$ cat src/rtl/range_burst_feeder_if.sv
// Sample stream into the range burst feeder: valid/ready handshake with a burst-final marker.
interface range_burst_feeder_if #(
  parameter int WIDTH = 16
);
  logic [WIDTH-1:0] in_data;
  logic             in_valid;
  logic             in_last;
  logic             in_ready;

  modport master (output in_data, output in_valid, output in_last, input in_ready);
  modport slave  (input in_data, input in_valid, input in_last, output in_ready);
endinterface

$ cat src/rtl/range_burst_feeder.sv
// Buffers one input burst, then replays it gap-free to the range finder as go/data/finish,
// never raising go and finish together.
module range_burst_feeder #(
  parameter int WIDTH = 16,
  parameter int DEPTH = 16,
  localparam int CW   = $clog2(DEPTH + 1)
) (
  input  logic                clock,
  input  logic                reset,
  range_burst_feeder_if.slave in_s,
  output logic [WIDTH-1:0]    data_in,
  output logic                go,
  output logic                finish,
  output logic [CW-1:0]       burst_len,
  output logic                truncated,
  output logic                burst_done
);

  localparam int AW = (DEPTH > 1) ? $clog2(DEPTH) : 1;

  typedef enum logic [1:0] {FILL, DISCARD, REPLAY} state_t;

  state_t           state;
  logic [WIDTH-1:0] mem [DEPTH];
  logic [CW-1:0]    cnt;
  logic [CW-1:0]    n_q;
  logic [CW-1:0]    pos;
  logic             trunc_q;

  logic             xfer;
  logic [CW-1:0]    cnt_inc;
  logic [CW-1:0]    pos_inc;
  logic [CW-1:0]    rlen;
  logic [AW-1:0]    rd_idx;
  logic [WIDTH-1:0] first_data;

  always_comb begin
    xfer    = in_s.in_valid & in_s.in_ready;
    cnt_inc = cnt + CW'(1);
    pos_inc = pos + CW'(1);
    // A one-sample burst is replayed twice so go and finish land in separate cycles.
    rlen    = (n_q == CW'(1)) ? CW'(2) : n_q;
    rd_idx  = (n_q == CW'(1)) ? '0 : pos_inc[AW-1:0];
    // Sample 0 is still being written on the edge that closes a one-sample burst.
    first_data = (state == FILL && cnt == '0) ? in_s.in_data : mem[0];
  end

  always_ff @(posedge clock) begin
    if (!reset && state == FILL && xfer)
      mem[cnt[AW-1:0]] <= in_s.in_data;
  end

  always_ff @(posedge clock) begin
    if (reset) begin
      state          <= FILL;
      cnt            <= '0;
      n_q            <= '0;
      pos            <= '0;
      trunc_q        <= 1'b0;
      in_s.in_ready  <= 1'b0;
      data_in        <= '0;
      go             <= 1'b0;
      finish         <= 1'b0;
      burst_len      <= '0;
      truncated      <= 1'b0;
      burst_done     <= 1'b0;
    end else begin
      go         <= 1'b0;
      finish     <= 1'b0;
      burst_done <= 1'b0;
      data_in    <= '0;
      unique case (state)
        FILL: begin
          in_s.in_ready <= 1'b1;
          if (xfer) begin
            cnt <= cnt_inc;
            if (in_s.in_last) begin
              n_q           <= cnt_inc;
              trunc_q       <= 1'b0;
              state         <= REPLAY;
              in_s.in_ready <= 1'b0;
              pos           <= '0;
              data_in       <= first_data;
              go            <= 1'b1;
            end else if (cnt == CW'(DEPTH - 1)) begin
              n_q     <= cnt_inc;
              trunc_q <= 1'b1;
              state   <= DISCARD;
            end
          end
        end
        DISCARD: begin
          in_s.in_ready <= 1'b1;
          if (xfer && in_s.in_last) begin
            state         <= REPLAY;
            in_s.in_ready <= 1'b0;
            pos           <= '0;
            data_in       <= first_data;
            go            <= 1'b1;
          end
        end
        REPLAY: begin
          if (pos_inc == rlen) begin
            state         <= FILL;
            cnt           <= '0;
            in_s.in_ready <= 1'b1;
          end else begin
            in_s.in_ready <= 1'b0;
            pos           <= pos_inc;
            data_in       <= mem[rd_idx];
            if (pos_inc == rlen - CW'(1)) begin
              finish     <= 1'b1;
              burst_done <= 1'b1;
              burst_len  <= n_q;
              truncated  <= trunc_q;
            end
          end
        end
        default: state <= FILL;
      endcase
    end
  end

endmodule

$ cat src/flat_wrapper.sv
// flat-port wrapper written by rule: the top's interface ports become plain ports
module range_burst_feeder_flat 
#(
  parameter int WIDTH = 16,
  parameter int DEPTH = 16,
  localparam int CW   = $clog2(DEPTH + 1)
)
  (clock, reset, data_in, go, finish, burst_len, truncated, burst_done, in_s_in_data, in_s_in_valid, in_s_in_last, in_s_in_ready);
  range_burst_feeder_if #(.WIDTH(WIDTH)) in_s_i ();
  input  logic clock;
  input  logic reset;
  output logic [WIDTH-1:0] data_in;
  output logic go;
  output logic finish;
  output logic [CW-1:0] burst_len;
  output logic truncated;
  output logic burst_done;
  input wire logic [$bits(in_s_i.in_data)-1:0] in_s_in_data;
  input wire logic [$bits(in_s_i.in_valid)-1:0] in_s_in_valid;
  input wire logic [$bits(in_s_i.in_last)-1:0] in_s_in_last;
  output wire logic [$bits(in_s_i.in_ready)-1:0] in_s_in_ready;
  assign in_s_i.in_data = in_s_in_data;
  assign in_s_i.in_valid = in_s_in_valid;
  assign in_s_i.in_last = in_s_in_last;
  assign in_s_in_ready = in_s_i.in_ready;
  range_burst_feeder #(.WIDTH(WIDTH), .DEPTH(DEPTH)) u_core (.clock(clock), .reset(reset), .in_s(in_s_i), .data_in(data_in), .go(go), .finish(finish), .burst_len(burst_len), .truncated(truncated), .burst_done(burst_done));
endmodule
$ cat config.mk
export PLATFORM = sky130hd
export DESIGN_NAME = range_burst_feeder_flat
export DESIGN_NICKNAME = d
export VERILOG_FILES = /design/src/rtl/range_burst_feeder_if.sv /design/src/rtl/range_burst_feeder.sv /design/src/flat_wrapper.sv
export SDC_FILE = /design/constraint.sdc
export NUM_CORES = 1
export LEC_CHECK = 0
export BUFFER_PORTS_ARGS = -buffer_cell sky130_fd_sc_hd__clkbuf_2
export CORE_MARGIN = 5
export CORE_UTILIZATION = 30
export CTS_CLUSTER_DIAMETER = 40
export DETAILED_ROUTE_END_ITERATION = 8
export PLACE_DENSITY = 0.55
export RECOVER_POWER = 50
export SETUP_SLACK_MARGIN = 0.02
export SLEW_MARGIN = 5
export SYNTH_ARGS = -nofsm -noshare
export SYNTH_HDL_FRONTEND = slang
export SYNTH_SLANG_ARGS = --single-unit
$ cat constraint.sdc
create_clock -name clock -period 2.75 [get_ports clock]
set_input_delay 0.55 -clock clock [delete_from_list [all_inputs] [get_ports clock]]
set_output_delay 0.55 -clock clock [all_outputs]
set_load 0.02 [all_outputs]
==> results.md <==
Timing:
- Dividing the final minimum period by the clock period gives 94.8%.
- Setup violations remaining at the end of the flow were counted as 0.
- Once routing completed, OpenROAD measured the worst setup slack at 143 ps.
- At the pin with the least slew margin, the transition time is 973 ps.
- The final-report hold violation count is 0.
- The highest attainable clock frequency is 384 MHz.
- Summed over all failing endpoints, the final setup total negative slack is 0 ps.
- The total count of max-transition violations in the final report is 0.
- Measured against its own limit, the worst slew margin works out to 34.9%.
- The smallest clock period supported by the final layout is computed as 2610 ps.
- Setup repair after global routing left no endpoint under its margin.
- For the final database, setup skew stands at 27.6 ps.
- The worst slack on hold paths is 276 ps.

Layout:
- The area added between synthesis and finish is 18.9%.
- The proportion of layout cells with a drive suffix above 1 is 17.8%.
- The layout filler cell count is 3889.
- The share of the core filled with cells is 35.8%.
- The antenna diode count is 0.
- The number of nets in the layout is 937.

Worst setup path:
- The type of destination of the critical path is a flop.
- The required time of the critical path is 3180 ps.
- The largest single stage delay on the critical path is 650 ps.
- Along the worst path, the maximum fanout reaches 16.
- Traced cell by cell, the critical path runs through nor2b_1, o21a_1, o311ai_1, o21ai_2, or3_1, buf_12, o22ai_1.
- The largest delay contributor family on the critical path is compound AO/OA/AOI/OAI gates.
- The cell type of the slowest stage on the worst timing path is sky130_fd_sc_hd__o311ai_1.
- Data on the critical path arrives at its endpoint at 3030 ps.
- The critical path class is reg -> reg.
- The startpoint type of the worst setup path is a flop.
- The worst path buffer plus inverter count is 1.

Flow run:
- Across the run, the number of max-cap violations was 0.

Power and ir drop:
- Of the total power, registers draw 44.1%.
- The maximum VDD drop is 0.333 mV.
- The analysis attributes to cell leakage a power of 4.79 nW.
- The net switching power is 0.00302 W.
- For this design the ratio of total power to cell area is 799 mW/mm2.
- The combinational fraction of design power is 14.8%.
- Cell internal power was estimated by the tool at 0.00860 W.
- The net switching share of the total power is 26.0%.
- The overall power consumption is 0.0116 W.
- Per report_power, the clock group accounts for 41.1% of the total.

Hold path:
- The path type of the worst min-delay path is in -> reg.

Floorplan:
- The count of pins on the block boundary is 46.
- The area enclosed by the die boundary is 0.0449 mm2.
- In this run the standard cell core region covers 0.0406 mm2.
- Once the floorplan was initialized, standard cells occupied 30.2% of the core.
- The y dimension of the die is 212 um.
- The width of the die is 212 um.
- The number of rows in the core area is 74.

Drt:
- The total vias in the final route is 7111.
- The count of unresolved DRC violations after routing is 0.
- The average vias per placed instance is 4.85.
- The starting DRC count in detailed routing is 476.
- The final layout contains routed wiring with a total length of 30100 um.
- After detailed routing, the average wire length per cell comes to 20.6 um.
- The antenna violation net count after detailed routing is 0.
- The detailed-router iteration count before antenna repair is 5.

GRT:
- The global-route wire length before repair is 45500 um.
- The number of global-route vias before repair is 7129.
- The total congestion overflow after global routing is 0.
- The total track usage is 13.3%.
- The initial antenna violation count is 0.
- Entering global routing, the biggest net connects 41 pins.

Logic synthesis:
- When the netlist entered floorplanning its net count stood at 859.
- For this run, asynchronously set or reset flops after synthesis account for 0%.
- The part of the Yosys area used for sequential elements is 69.9%.
- The number of warnings printed during yosys synthesis is 0.
- The average instance area after synthesis is 14.8 um2.
- Yosys mapped a number of flops with a built-in enable equal to 256.
- The number of different library cells used by synthesis comes to 53.
- The register bit count reported by yosys is 299.
- Summed over all instances, the cell type with the most area after synthesis is sky130_fd_sc_hd__edfxtp_1.
- In the post-synthesis netlist, the cell with the most instances is sky130_fd_sc_hd__edfxtp_1.
- The cell count after synthesis is 828.
- The mapped cell area is 0.0122 mm2.
- By area the synthesized netlist is led by sky130_fd_sc_hd__edfxtp_1 63%, sky130_fd_sc_hd__dfxtp_1 7.0%, sky130_fd_sc_hd__mux4_2 5.9%, sky130_fd_sc_hd__mux2i_1 4.5%, sky130_fd_sc_hd__a21oi_1 3.0%.
- In the synthesized netlist the dominant register cell turns out to be sky130_fd_sc_hd__edfxtp_1.
- Ranked by instance count, the synthesized netlist is headed by 256 x sky130_fd_sc_hd__edfxtp_1, 74 x sky130_fd_sc_hd__a21oi_1, 74 x sky130_fd_sc_hd__nor2_1, 55 x sky130_fd_sc_hd__mux2i_1, 47 x sky130_fd_sc_hd__nand2_1.
- The share of the synthesized area in the top cell type is 62.9%.

Placement:
- Once detailed placement completed, the half-perimeter wirelength came to 18600 um.
- The setup slack after placement is 194 ps.
- The count of buffers inserted at the top-level ports is 45.
- The congestion estimate from routability-driven global placement came to 0.799.

Clock network:
- The number of levels in the clock H-tree is 2.
- The number of buffers added for setup after CTS is 0.
- The clock tree from TritonCTS is yes.
- In this run, post-CTS repair resized a total of 0 instances.
- Clock-pin slew was measured on the worst setup and hold paths at 60 ps.
- The CTS root buffer is sky130_fd_sc_hd__clkbuf_16.
- Buffers inserted during clock tree synthesis total 36.
- The latest clock arrival within the worst-skew pair is 530 ps.
- Hold repair after CTS inserted 0 buffers.
- Counting every sink on the clock net gives 299.
- The maximum count of clock buffers along a single path is 3.

Outcome:
- The flow ran to the end, and the final reports show no timing, DRC or antenna violations.
routing by layer:
metal | share of wire, % | GRT usage, % | wire length (um) | vias to the layer above
met5 | 0 | 0 | 0 | -
met4 | 1.6 | 3.44 | 496 | 0
met3 | 3.5 | 1.96 | 1060 | 34
met2 | 50 | 22.6 | 15100 | 127
met1 | 45 | 18.1 | 13500 | 3613
li1 | - | - | - | 3337
power by group through the flow:
stage,Combinational (W),Sequential (W),Clock [W]
2_1_floorplan,0.00116,0.00523,0
3_3_place_gp,0.00174,0.00522,0
3_5_place_dp,0.00175,0.00522,0
4_1_cts,0.00175,0.00512,0.00488
5_1_grt,0.00190,0.00513,0.00505
6_report,0.00172,0.00512,0.00478
stage by stage:
| step | cell area, um2 | std cells |
|---|---|---|
| 6_report | 14500 | 1465 |
| 2_1_floorplan | 12200 | 828 |
| 3_5_place_dp | 13400 | 1400 |
| 3_3_place_gp | 13400 | 1400 |
| 4_1_cts | 14600 | 1465 |
| 5_1_grt | 14500 | 1465 |
worst register-to-register path, cell delays in order, from the launching register on:
cell and delay (ps):
sky130_fd_sc_hd__dfxtp_1 580, sky130_fd_sc_hd__nor2b_1 120, sky130_fd_sc_hd__o21a_1 190, sky130_fd_sc_hd__o311ai_1 650, sky130_fd_sc_hd__o21ai_2 170, sky130_fd_sc_hd__or3_1 380
sky130_fd_sc_hd__buf_12 180, sky130_fd_sc_hd__o22ai_1 260
sequential cells by signal (all words and copies together) (netlist names):
signal                flops
u_core.burst_done         1
u_core.state              2
u_core.pos                5
u_core.n_q                5
u_core.go                 1
u_core.truncated          1
u_core.trunc_q            1
u_core.burst_len          5
u_core.in_s.in_ready      1
u_core.data_in           16
u_core.cnt                5
u_core.mem              256
cell type report:
cell class / instances / area [um2] / area share [%]
multi-input combinational: 464 / 3490 / 24.0
tap: 532 / 666 / 4.58
sequential: 299 / 8550 / 58.8
inverter: 11 / 41.3 / 0.284
clock buffer: 42 / 965 / 6.64
clock inverter: 23 / 246 / 1.70
timing repair buffer: 94 / 576 / 3.96
cells in the final DEF, fill, tap and decap left out, types with 11 or more instances in the layout:
master / instances
sky130_fd_sc_hd__buf_4: 41
sky130_fd_sc_hd__a21o_1: 18
sky130_fd_sc_hd__o21ai_0: 38
sky130_fd_sc_hd__mux4_2: 32
sky130_fd_sc_hd__clkbuf_16: 37
sky130_fd_sc_hd__dfxtp_1: 42
sky130_fd_sc_hd__o22ai_1: 32
sky130_fd_sc_hd__clkbuf_1: 49
sky130_fd_sc_hd__edfxtp_1: 256
sky130_fd_sc_hd__nand2_1: 47
sky130_fd_sc_hd__nor2_2: 13
sky130_fd_sc_hd__nor2_1: 61
sky130_fd_sc_hd__inv_1: 11
sky130_fd_sc_hd__mux2i_1: 55
sky130_fd_sc_hd__a21oi_1: 74
cell families after synthesis:
family          after synthesis  share of synthesized area, %
flops                       299                          69.9
compound gates              187                          9.20
simple gates                164                          5.97
mux                          88                          10.5
buf+inv                      65                          2.32
xor+xnor                     14                          1.00
fa+ha+maj                    11                          1.13
worst paths after layout:
kind / from / endpoint / slack, ps / depth (start not counted)
max: u_core.pos[2] / u_core.data_in[14] / 140 / 7
min: in_s_in_last / u_core.trunc_q / 280 / 2
max reg2reg: u_core.pos[2] / u_core.data_in[14] / 140 / 7
min reg2reg: u_core.truncated / u_core.truncated / 500 / 2
No activity file was read; power rests on OpenSTA's default activity.
